<file path="src/rtl/alu_arbiter_if.sv">
// One requester's link to alu_arbiter: operation request plus registered result return.
// Both directions use valid/ready; the arbiter side is the slave modport.
interface alu_arbiter_if;
  logic        req_valid;
  logic        req_ready;
  logic [31:0] req_a;
  logic [31:0] req_b;
  logic [2:0]  req_op;
  logic        rsp_valid;
  logic        rsp_ready;
  logic [31:0] rsp_data;

  modport master (
    output req_valid, req_a, req_b, req_op, rsp_ready,
    input  req_ready, rsp_valid, rsp_data
  );

  modport slave (
    input  req_valid, req_a, req_b, req_op, rsp_ready,
    output req_ready, rsp_valid, rsp_data
  );
endinterface

</file>
<file path="src/rtl/alu_arbiter.sv">
// Shares one 32-bit ALU between two requesters (round-robin or fixed priority); ALU_ARB_ERR_EN adds rsp_err.
// Latency: request accepted in IDLE, result valid two cycles later; one operation in flight at a time.
// Backpressure: result held until rsp_ready; no new request is granted until the result handshake completes.
module alu_arbiter #(
  parameter bit          RR_EN     = 1'b1,
  parameter logic [31:0] ILLEGAL_C = 32'h0
) (
  input  logic         clk,
  input  logic         reset,
  alu_arbiter_if.slave req0_if,
  alu_arbiter_if.slave req1_if
`ifdef ALU_ARB_ERR_EN
  ,
  output logic         rsp_err
`endif
);

  typedef enum logic [1:0] {
    ST_IDLE = 2'd0,
    ST_EXEC = 2'd1,
    ST_RESP = 2'd2
  } state_e;

  typedef struct packed {
    logic [31:0] a;
    logic [31:0] b;
    logic [2:0]  op;
  } alu_req_t;

  state_e      state_q, state_d;
  alu_req_t    op_q, op_d;
  logic        gnt_q, gnt_d;
  logic        last_grant_q, last_grant_d;
  logic [31:0] result_q, result_d;
  logic [31:0] alu_c;
  logic        arb_vld;
  logic        arb_id;
  logic        rsp_rdy_sel;
`ifdef ALU_ARB_ERR_EN
  logic        rsp_err_q, rsp_err_d;
`endif

  // On a conflict, round-robin grants whoever was not served last.
  always_comb begin
    arb_vld = req0_if.req_valid | req1_if.req_valid;
    arb_id  = 1'b0;
    if (req0_if.req_valid && req1_if.req_valid) begin
      arb_id = RR_EN ? ~last_grant_q : 1'b0;
    end else begin
      arb_id = req1_if.req_valid;
    end
  end

  assign rsp_rdy_sel = gnt_q ? req1_if.rsp_ready : req0_if.rsp_ready;

  always_comb begin
    state_d           = state_q;
    op_d              = op_q;
    gnt_d             = gnt_q;
    last_grant_d      = last_grant_q;
    result_d          = result_q;
    req0_if.req_ready = 1'b0;
    req1_if.req_ready = 1'b0;
    req0_if.rsp_valid = 1'b0;
    req1_if.rsp_valid = 1'b0;
`ifdef ALU_ARB_ERR_EN
    rsp_err_d         = rsp_err_q;
`endif
    case (state_q)
      ST_IDLE: begin
        req0_if.req_ready = arb_vld & ~arb_id;
        req1_if.req_ready = arb_vld & arb_id;
`ifdef ALU_ARB_ERR_EN
        rsp_err_d         = 1'b0;
`endif
        if (arb_vld) begin
          if (arb_id) begin
            op_d = '{a: req1_if.req_a, b: req1_if.req_b, op: req1_if.req_op};
          end else begin
            op_d = '{a: req0_if.req_a, b: req0_if.req_b, op: req0_if.req_op};
          end
          gnt_d   = arb_id;
          state_d = ST_EXEC;
        end
      end
      ST_EXEC: begin
        result_d = alu_c;
`ifdef ALU_ARB_ERR_EN
        rsp_err_d = (op_q.op[2:1] == 2'b11);
`endif
        state_d  = ST_RESP;
      end
      ST_RESP: begin
        req0_if.rsp_valid = ~gnt_q;
        req1_if.rsp_valid = gnt_q;
        if (rsp_rdy_sel) begin
          last_grant_d = gnt_q;
          state_d      = ST_IDLE;
        end
      end
      default: begin
        state_d = ST_IDLE;
      end
    endcase
  end

  assign req0_if.rsp_data = result_q;
  assign req1_if.rsp_data = result_q;

  // Reset drops any in-flight operation; last_grant=1 lets req0 win the first conflict.
  always_ff @(posedge clk) begin
    if (!reset) begin
      state_q      <= ST_IDLE;
      op_q         <= '0;
      gnt_q        <= 1'b0;
      last_grant_q <= 1'b1;
      result_q     <= '0;
    end else begin
      state_q      <= state_d;
      op_q         <= op_d;
      gnt_q        <= gnt_d;
      last_grant_q <= last_grant_d;
      result_q     <= result_d;
    end
  end

`ifdef ALU_ARB_ERR_EN
  always_ff @(posedge clk) begin
    if (!reset) begin
      rsp_err_q <= 1'b0;
    end else begin
      rsp_err_q <= rsp_err_d;
    end
  end

  assign rsp_err = rsp_err_q;
`endif

  alu32 #(
    .ILLEGAL_C(ILLEGAL_C)
  ) u_alu (
    .a (op_q.a),
    .b (op_q.b),
    .op(op_q.op),
    .c (alu_c)
  );

endmodule

// Combinational 32-bit ALU; shifts take the full B as amount, so B>=32 shifts everything out.
module alu32 #(
  parameter logic [31:0] ILLEGAL_C = 32'h0
) (
  input  logic [31:0] a,
  input  logic [31:0] b,
  input  logic [2:0]  op,
  output logic [31:0] c
);

  logic big_shift;

  assign big_shift = |b[31:5];

  always_comb begin
    c = ILLEGAL_C;
    case (op)
      3'b000:  c = a + b;
      3'b001:  c = a - b;
      3'b010:  c = a & b;
      3'b011:  c = a | b;
      3'b100:  c = big_shift ? 32'h0 : (a >> b[4:0]);
      3'b101:  c = big_shift ? {32{a[31]}} : $unsigned($signed(a) >>> b[4:0]);
      default: c = ILLEGAL_C;
    endcase
  end

endmodule
</file>
<file path="src/flat_wrapper.sv">
// flat-port wrapper written by rule: the top's interface ports become plain ports
module alu_arbiter_flat 
#(
  parameter bit          RR_EN     = 1'b1,
  parameter logic [31:0] ILLEGAL_C = 32'h0
)
  (clk, reset, req0_if_req_valid, req0_if_req_a, req0_if_req_b, req0_if_req_op, req0_if_rsp_ready, req0_if_req_ready, req0_if_rsp_valid, req0_if_rsp_data, req1_if_req_valid, req1_if_req_a, req1_if_req_b, req1_if_req_op, req1_if_rsp_ready, req1_if_req_ready, req1_if_rsp_valid, req1_if_rsp_data);
  alu_arbiter_if req0_if_i ();
  alu_arbiter_if req1_if_i ();
  input  logic clk;
  input  logic reset;
  input wire logic [$bits(req0_if_i.req_valid)-1:0] req0_if_req_valid;
  input wire logic [$bits(req0_if_i.req_a)-1:0] req0_if_req_a;
  input wire logic [$bits(req0_if_i.req_b)-1:0] req0_if_req_b;
  input wire logic [$bits(req0_if_i.req_op)-1:0] req0_if_req_op;
  input wire logic [$bits(req0_if_i.rsp_ready)-1:0] req0_if_rsp_ready;
  output wire logic [$bits(req0_if_i.req_ready)-1:0] req0_if_req_ready;
  output wire logic [$bits(req0_if_i.rsp_valid)-1:0] req0_if_rsp_valid;
  output wire logic [$bits(req0_if_i.rsp_data)-1:0] req0_if_rsp_data;
  input wire logic [$bits(req1_if_i.req_valid)-1:0] req1_if_req_valid;
  input wire logic [$bits(req1_if_i.req_a)-1:0] req1_if_req_a;
  input wire logic [$bits(req1_if_i.req_b)-1:0] req1_if_req_b;
  input wire logic [$bits(req1_if_i.req_op)-1:0] req1_if_req_op;
  input wire logic [$bits(req1_if_i.rsp_ready)-1:0] req1_if_rsp_ready;
  output wire logic [$bits(req1_if_i.req_ready)-1:0] req1_if_req_ready;
  output wire logic [$bits(req1_if_i.rsp_valid)-1:0] req1_if_rsp_valid;
  output wire logic [$bits(req1_if_i.rsp_data)-1:0] req1_if_rsp_data;
  assign req0_if_i.req_valid = req0_if_req_valid;
  assign req0_if_i.req_a = req0_if_req_a;
  assign req0_if_i.req_b = req0_if_req_b;
  assign req0_if_i.req_op = req0_if_req_op;
  assign req0_if_i.rsp_ready = req0_if_rsp_ready;
  assign req0_if_req_ready = req0_if_i.req_ready;
  assign req0_if_rsp_valid = req0_if_i.rsp_valid;
  assign req0_if_rsp_data = req0_if_i.rsp_data;
  assign req1_if_i.req_valid = req1_if_req_valid;
  assign req1_if_i.req_a = req1_if_req_a;
  assign req1_if_i.req_b = req1_if_req_b;
  assign req1_if_i.req_op = req1_if_req_op;
  assign req1_if_i.rsp_ready = req1_if_rsp_ready;
  assign req1_if_req_ready = req1_if_i.req_ready;
  assign req1_if_rsp_valid = req1_if_i.rsp_valid;
  assign req1_if_rsp_data = req1_if_i.rsp_data;
  alu_arbiter #(.RR_EN(RR_EN), .ILLEGAL_C(ILLEGAL_C)) u_core (.clk(clk), .reset(reset), .req0_if(req0_if_i), .req1_if(req1_if_i));
endmodule
</file>
<file path="config.mk">
export PLATFORM = sky130hd
export DESIGN_NAME = alu_arbiter_flat
export DESIGN_NICKNAME = d
export VERILOG_FILES = /design/src/rtl/alu_arbiter_if.sv /design/src/rtl/alu_arbiter.sv /design/src/flat_wrapper.sv
export SDC_FILE = /design/constraint.sdc
export NUM_CORES = 1
export LEC_CHECK = 0
export BUFFER_PORTS_ARGS = -buffer_cell sky130_fd_sc_hd__buf_2
export CAP_MARGIN = 20
export CORE_AREA = 10 10 144 146
export DETAILED_ROUTE_END_ITERATION = 7
export DIE_AREA = 0 0 154 156
export PLACE_DENSITY = 0.77
export SKIP_CTS_REPAIR_TIMING = 1
export SYNTH_ARGS = -nofsm -noshare
export SYNTH_HDL_FRONTEND = slang
export SYNTH_SLANG_ARGS = --single-unit
</file>
<file path="constraint.sdc">
create_clock -name clk -period 4.3 [get_ports clk]
set_input_delay 0.215 -clock clk [delete_from_list [all_inputs] [get_ports clk]]
set_output_delay 0.215 -clock clk [all_outputs]
set_load 0.1 [all_outputs]
</file>
=== After elaboration in Yosys (flattened, before gate mapping) ===
Index checks and enable logic that the tools add are counted.

* Bits in writable memories: 0
* Latch bits: 0
* Bits in registers: 103
* Logic and storage cells: 48
* Input port bits: 140
* ROM bits: 0
* Output and inout port bits: 68
* Memories: 0

* Shift operators: 2
* Eq/ne operators: 9
* Div/mod/pow operators: 0
* Magnitude comparators: 0
* Bitwise gates (word level): 8
* Reductions and logical operators: 7
* Muxes and demuxes: 13
* Add/subtract/negate cells: 2
* Multipliers: 0

{| class="wikitable"
|+ Operators with widths
! cell !! number
|-
| $pmux 32 s6 || 1
|-
| $mux 67 || 1
|-
| $mux 32 || 2
|-
| $add 32x32->32 || 1
|-
| $and 32x32->32 || 1
|-
| $or 32x32->32 || 1
|-
| $shr 32x5->32 || 1
|-
| $sshr 32x5->32 || 1
|-
| $sub 32x32->32 || 1
|-
| $reduce_or 27->1 || 1
|-
| $eq 3x2->1 const B || 2
|-
| $eq 3x3->1 const B || 2
|-
| $mux 1 || 6
|-
| $pmux 2 s3 || 1
|-
| $reduce_and 2->1 || 3
|-
| $mux 2 || 2
|-
| $ne 2x1->1 const B || 2
|-
| $eq 3x1->1 const B || 1
|-
| $logic_not 3->1 || 1
|-
| $not 1->1 || 3
|-
| $and 1x1->1 || 2
|-
| $eq 2x1->1 const B || 1
|-
| $eq 2x2->1 const B || 1
|-
| $logic_not 2->1 || 1
|-
| other kinds (2) || 2
|}

=== Logic depth before layout (Yosys ltp) ===
* Depth in word-level cells: 5
* Gate-level depth with buffers: 23
* Mapped depth without buffers: 19

=== Modules after synthesis ===
Synthesis repeated with hierarchy kept, for this count alone.

* Cells, all modules: 1311
* Area, all modules: 9676.8 µm²

{| class="wikitable"
|+ Modules (own cells, without submodules)
! module !! area each (µm²) !! cells an instance !! times used !! sequential area each (µm²)
|-
| alu32 || 4956.0 || 730 || 1 || 0.0
|-
| alu_arbiter || 4720.8 || 581 || 1 || 2062.0
|}

=== Worst setup path before layout ===
Ideal clock, no wire load.

* Path kind: flip-flop to flip-flop
* From: register u_core.op_q[3] in the netlist's numbering
* To: register u_core.result_q[27] (netlist: u_core.req0_if.rsp_data[27])
* Setup time: 122 ps
* Data required time: 4178 ps
* Cell stages (with the launch flop): 23
* Arrival time: 4215 ps
* Setup slack: -37 ps
* Cell sequence: dfxtp_1 > buf_2 > inv_1 > buf_2 > buf_1 > ha_1 > nand3_1 > nor3_4 > nand2_1 > or3_4 > o21ai_0 > xor2_1 > ha_1 > clkbuf_1 > a21o_1 > a21oi_1 > nor2_1 > nor2_1 > nor2_1 > a211oi_1 > o31ai_2 > xor2_1 > a221o_1

* Cells in the longest elaborated chain, start to end: 3

{| class="wikitable"
|+ Ends and longest elaborated chain
! what !! line !! RTL
|-
| start, declared || alu_arbiter.sv:31 || <nowiki>alu_req_t op_q, op_d;</nowiki>
|-
| start signal, assigned || alu_arbiter.sv:120 || <nowiki>op_q <= op_d;</nowiki>
|-
| parallel branches: the longest is 2 deep, another holds $sub 32x32->32 || n/a ||
|-
| $pmux 32 s6 * || alu_arbiter.sv:166 || <nowiki>case (op)</nowiki>
|-
| end signal, assigned || alu_arbiter.sv:123 || <nowiki>result_q <= result_d;</nowiki>
|-
| end, declared || alu_arbiter.sv:34 || <nowiki>logic [31:0] result_q, result_d;</nowiki>
|}

Every way passes the cells marked *.
A chain may end at the register's enable or synchronous reset.

=== Final worst setup path ===
* From: register u_core.op_q[8] in the netlist's numbering
* To: register u_core.result_q[29] (netlist: u_core.req0_if.rsp_data[29])

* Cells in the longest elaborated chain, start to end: 3

{| class="wikitable"
|+ Ends and longest elaborated chain
! what !! line
|-
| parallel branches: the longest is 2 deep, another holds $sub 32x32->32 || n/a
|-
| $pmux 32 s6 * || alu_arbiter.sv:166
|}

Marked as above.

==> results.md <==
* Status: finished, violations left
* Failing checks: design-rule violations
* Most frequently used flop master after synthesis: dfxtp_1
* H-tree Lvls at 3
* WL met2 at 14,600 um
* Clk sinks at 103
* Distinct cell type count after synthesis at 80
* Fin. Hold Viols at 0
* Peak VDD IR at approximately 0.26 mV
* Clk pin slew, worst setup/hold paths at approximately 0.08 ns
* Antenna violations before repair at 0
* WL/cell at 22.7 um
* Initial core utilization at approximately half
* Final wirelength at 34,100 um
* Clock Latency Late Sink at 0.36 ns
* #FFs+latches synth at 103
* Asr flop ratio synth at 0%
* Core outline area at 17,800 sq um
* Final hold slack at 0.107 ns
* Root Driver: clkbuf_16
* Mapped Area at 8800 sq um
* Detailed placement HPWL at 26,300 um
* First-pass GRT wire length at 51,800 um
* DIE HEIGHT at 156 um
* Hold crit path type: input port to flip-flop
* Syn_area_per_cell at 7.75 sq um
* Cell Count, Final, Fillers Out at 1,501
* Post-synthesis sequential area ratio at between 20% and 30%
* Worst setup margin at 0.157 ns
* Num CTS Buffers at 9
* Global route overflow at 0
* Worst-Margin Slew at 1.08 ns
* Worst-path fanout max at 7
* EDFF count, synth at 0
* Share of cells above drive strength 1 at 24.1%
* Layout area overhead at 15.6%
* Cell Rows at 49
* Synth Instances at 1,135
* Gr usage total at 26.5%
* Final setup violation count at 0
* Via/cell ratio at 6.54
* Synth Warn # at 0
* Buffers on Ports at around 210
* Pins Over Slew Limit at 0
* Vias in the first global route at 9,232
* Diode count at 0
* WL met3 at 4560 um
* Setup TNS at 0 ns
* Max Clock Skew at 0.00758 ns
* Max Clock Freq at 241 MHz
* Min Tclk post-route at 4.14 ns
* # nets final at 1,442
* TritonCTS clock tree: done
* Post-synth top cells: 137 x nor2_1, 103 x dfxtp_1, 99 x a21oi_1
* Routed via count at about 9,800
* Die Area at between 20,000 and 25,000 sq um
* Ranking of synthesized cells by area: dfxtp_1 23%, a222oi_1 7.7%, nor2_1 5.8%
* Placer Congestion at 1.07
* Crit path DAT at 4.38 ns
* Top cell type's share of synthesized area at 23.4%
* Period Utilization, post-route at between 90% and 100%
* Die width at ~150 um
* Top cell type by total area after synthesis: dfxtp_1
* Final Power at 4.61 mW
* Crit path kind: flip-flop to flip-flop
* Leak pwr at 4.35 nW
* Min-delay src: req0_if_req_a[3]
* CTS max path bufs at 2
* Most frequent cell after synthesis: nor2_1
* Power per Cell Area at ~450 nW/um^2
* Type of origin of the critical path: flip-flop
* Pin count of the biggest net entering global routing at 70
* I/O Pins at 208
* CP endpoint kind: flip-flop
* RR Startpoint: u_core.op_q[8]
* Initial DRC Count at 1,303
* Final ANT Viol Nets at 0
* Syn nets at 1,310
* Worst setup path startpoint: u_core.op_q[8]
* Placed Cells at 1,484
* Pre-CTS WS at 0.141 ns
* Max transition margin at 27.8%
* Worst endpoint required time at 4.53 ns
* Pre-Repair DR Iteration Count at 8
* Hold Crit Depth at 3
* Top Metal Used: met4
* Max Cap Violations at 0
* Metal1 wirelength at 14,400 um
* DRC Markers at 8
* R2r worst-path depth at 17
-- layer usage --
| layer | GRT usage [%] | up-vias |
|---|---|---|
| li1 | - | 4523 |
| met4 | 6.66 | 0 |
| met2 | 38.6 | 615 |
| met5 | 0 | - |
| met3 | 8.41 | 53 |
| met1 | 36.9 | 4633 |
-- where the power goes --
group          total, mW  internal [mW]  switching (mW)
sequential          1.24           1.06           0.179
clock              0.864          0.462           0.402
combinational       2.51          0.834            1.67
total               4.61           2.36            2.25
-- cells in the final DEF, fill, tap and decap left out, types with 4 or more instances in the layout --
master,synthesis,final
o211ai_1,7,7
nand4_1,6,6
xnor2_1,32,32
o21ai_0,81,81
o21bai_1,4,4
inv_1,13,12
mux2i_1,38,38
buf_4,34,37
mux4_2,6,6
and2_1,14,14
a311oi_1,4,4
nand3_1,13,13
clkbuf_16,0,9
xor2_1,24,24
mux2_2,10,10
a21o_1,11,11
nand2b_1,8,8
dfxtp_1,103,102
buf_2,7,207
a222oi_1,68,68
a211oi_1,19,18
a31oi_1,13,11
nand2_1,93,93
o31ai_1,5,5
nor3_1,17,17
nor2b_1,11,10
nor2_1,137,137
a221oi_1,15,14
ha_1,34,34
a22oi_1,9,9
maj3_1,29,29
o21ai_1,10,8
a21oi_1,99,98
o22ai_1,4,4
o21a_1,5,5
and3_1,7,6
-- state kept, by name, summed over array words and instances (netlist names) --
signal	cells
u_core.gnt_q	1
u_core.last_grant_q	1
u_core.op_q	67
u_core.req0_if.rsp_data	32
u_core.state_q	2
-- through the flow --
stage               util, %  area, sq um
floorplan                 -         8800
global placement       54.9         9790
detailed placement     55.0         9810
CTS                    56.7        10100
global route           57.0        10200
finish                 57.0        10200
-- critical path, stage by stage, from the launching register on --
cell	delay (ns)
dfxtp_1	0.40
or4_4	0.61
nor2b_1	0.17
inv_1	0.07
or3_1	0.33
o31ai_1	0.26
xor2_1	0.12
ha_1	0.21
a21oi_1	0.27
o21bai_1	0.11
a21oi_1	0.22
o21a_1	0.18
a31oi_1	0.07
a31oi_2	0.38
o31ai_4	0.14
a31oi_1	0.22
xor2_1	0.17
o21ai_1	0.09
-- final timing paths --
path              slack (ns)                          end
setup / recovery        0.16  u_core.req0_if.rsp_data[29]
hold / removal          0.11              u_core.op_q[38]
setup reg to reg        0.16  u_core.req0_if.rsp_data[29]
hold reg to reg         0.45  u_core.req0_if.rsp_data[21]
-- kinds of logic (layout without fill, tap and decap cells) --
family,count (synthesis),in the layout,share of synthesized area [%]
AO/OA/AOI/OAI,384,384,30.0
buffers and inverters,141,278,7.82
AND/OR/NAND/NOR,333,333,17.7
adder cells (fa/ha/maj),64,64,8.36
multiplexers,54,54,7.14
flip-flops,103,103,23.4
XOR/XNOR,56,56,5.58
-- area by class of cell --
cell class / count / area, sq um
clock buffer: 10 / 229
clock inverter: 6 / 76.3
fill: 1698 / 7680
inverter: 17 / 63.8
multi-input combinational: 891 / 6110
sequential: 103 / 2060
tap: 229 / 287
timing repair buffer: 245 / 1330
(Power assumes the default switching activity.)
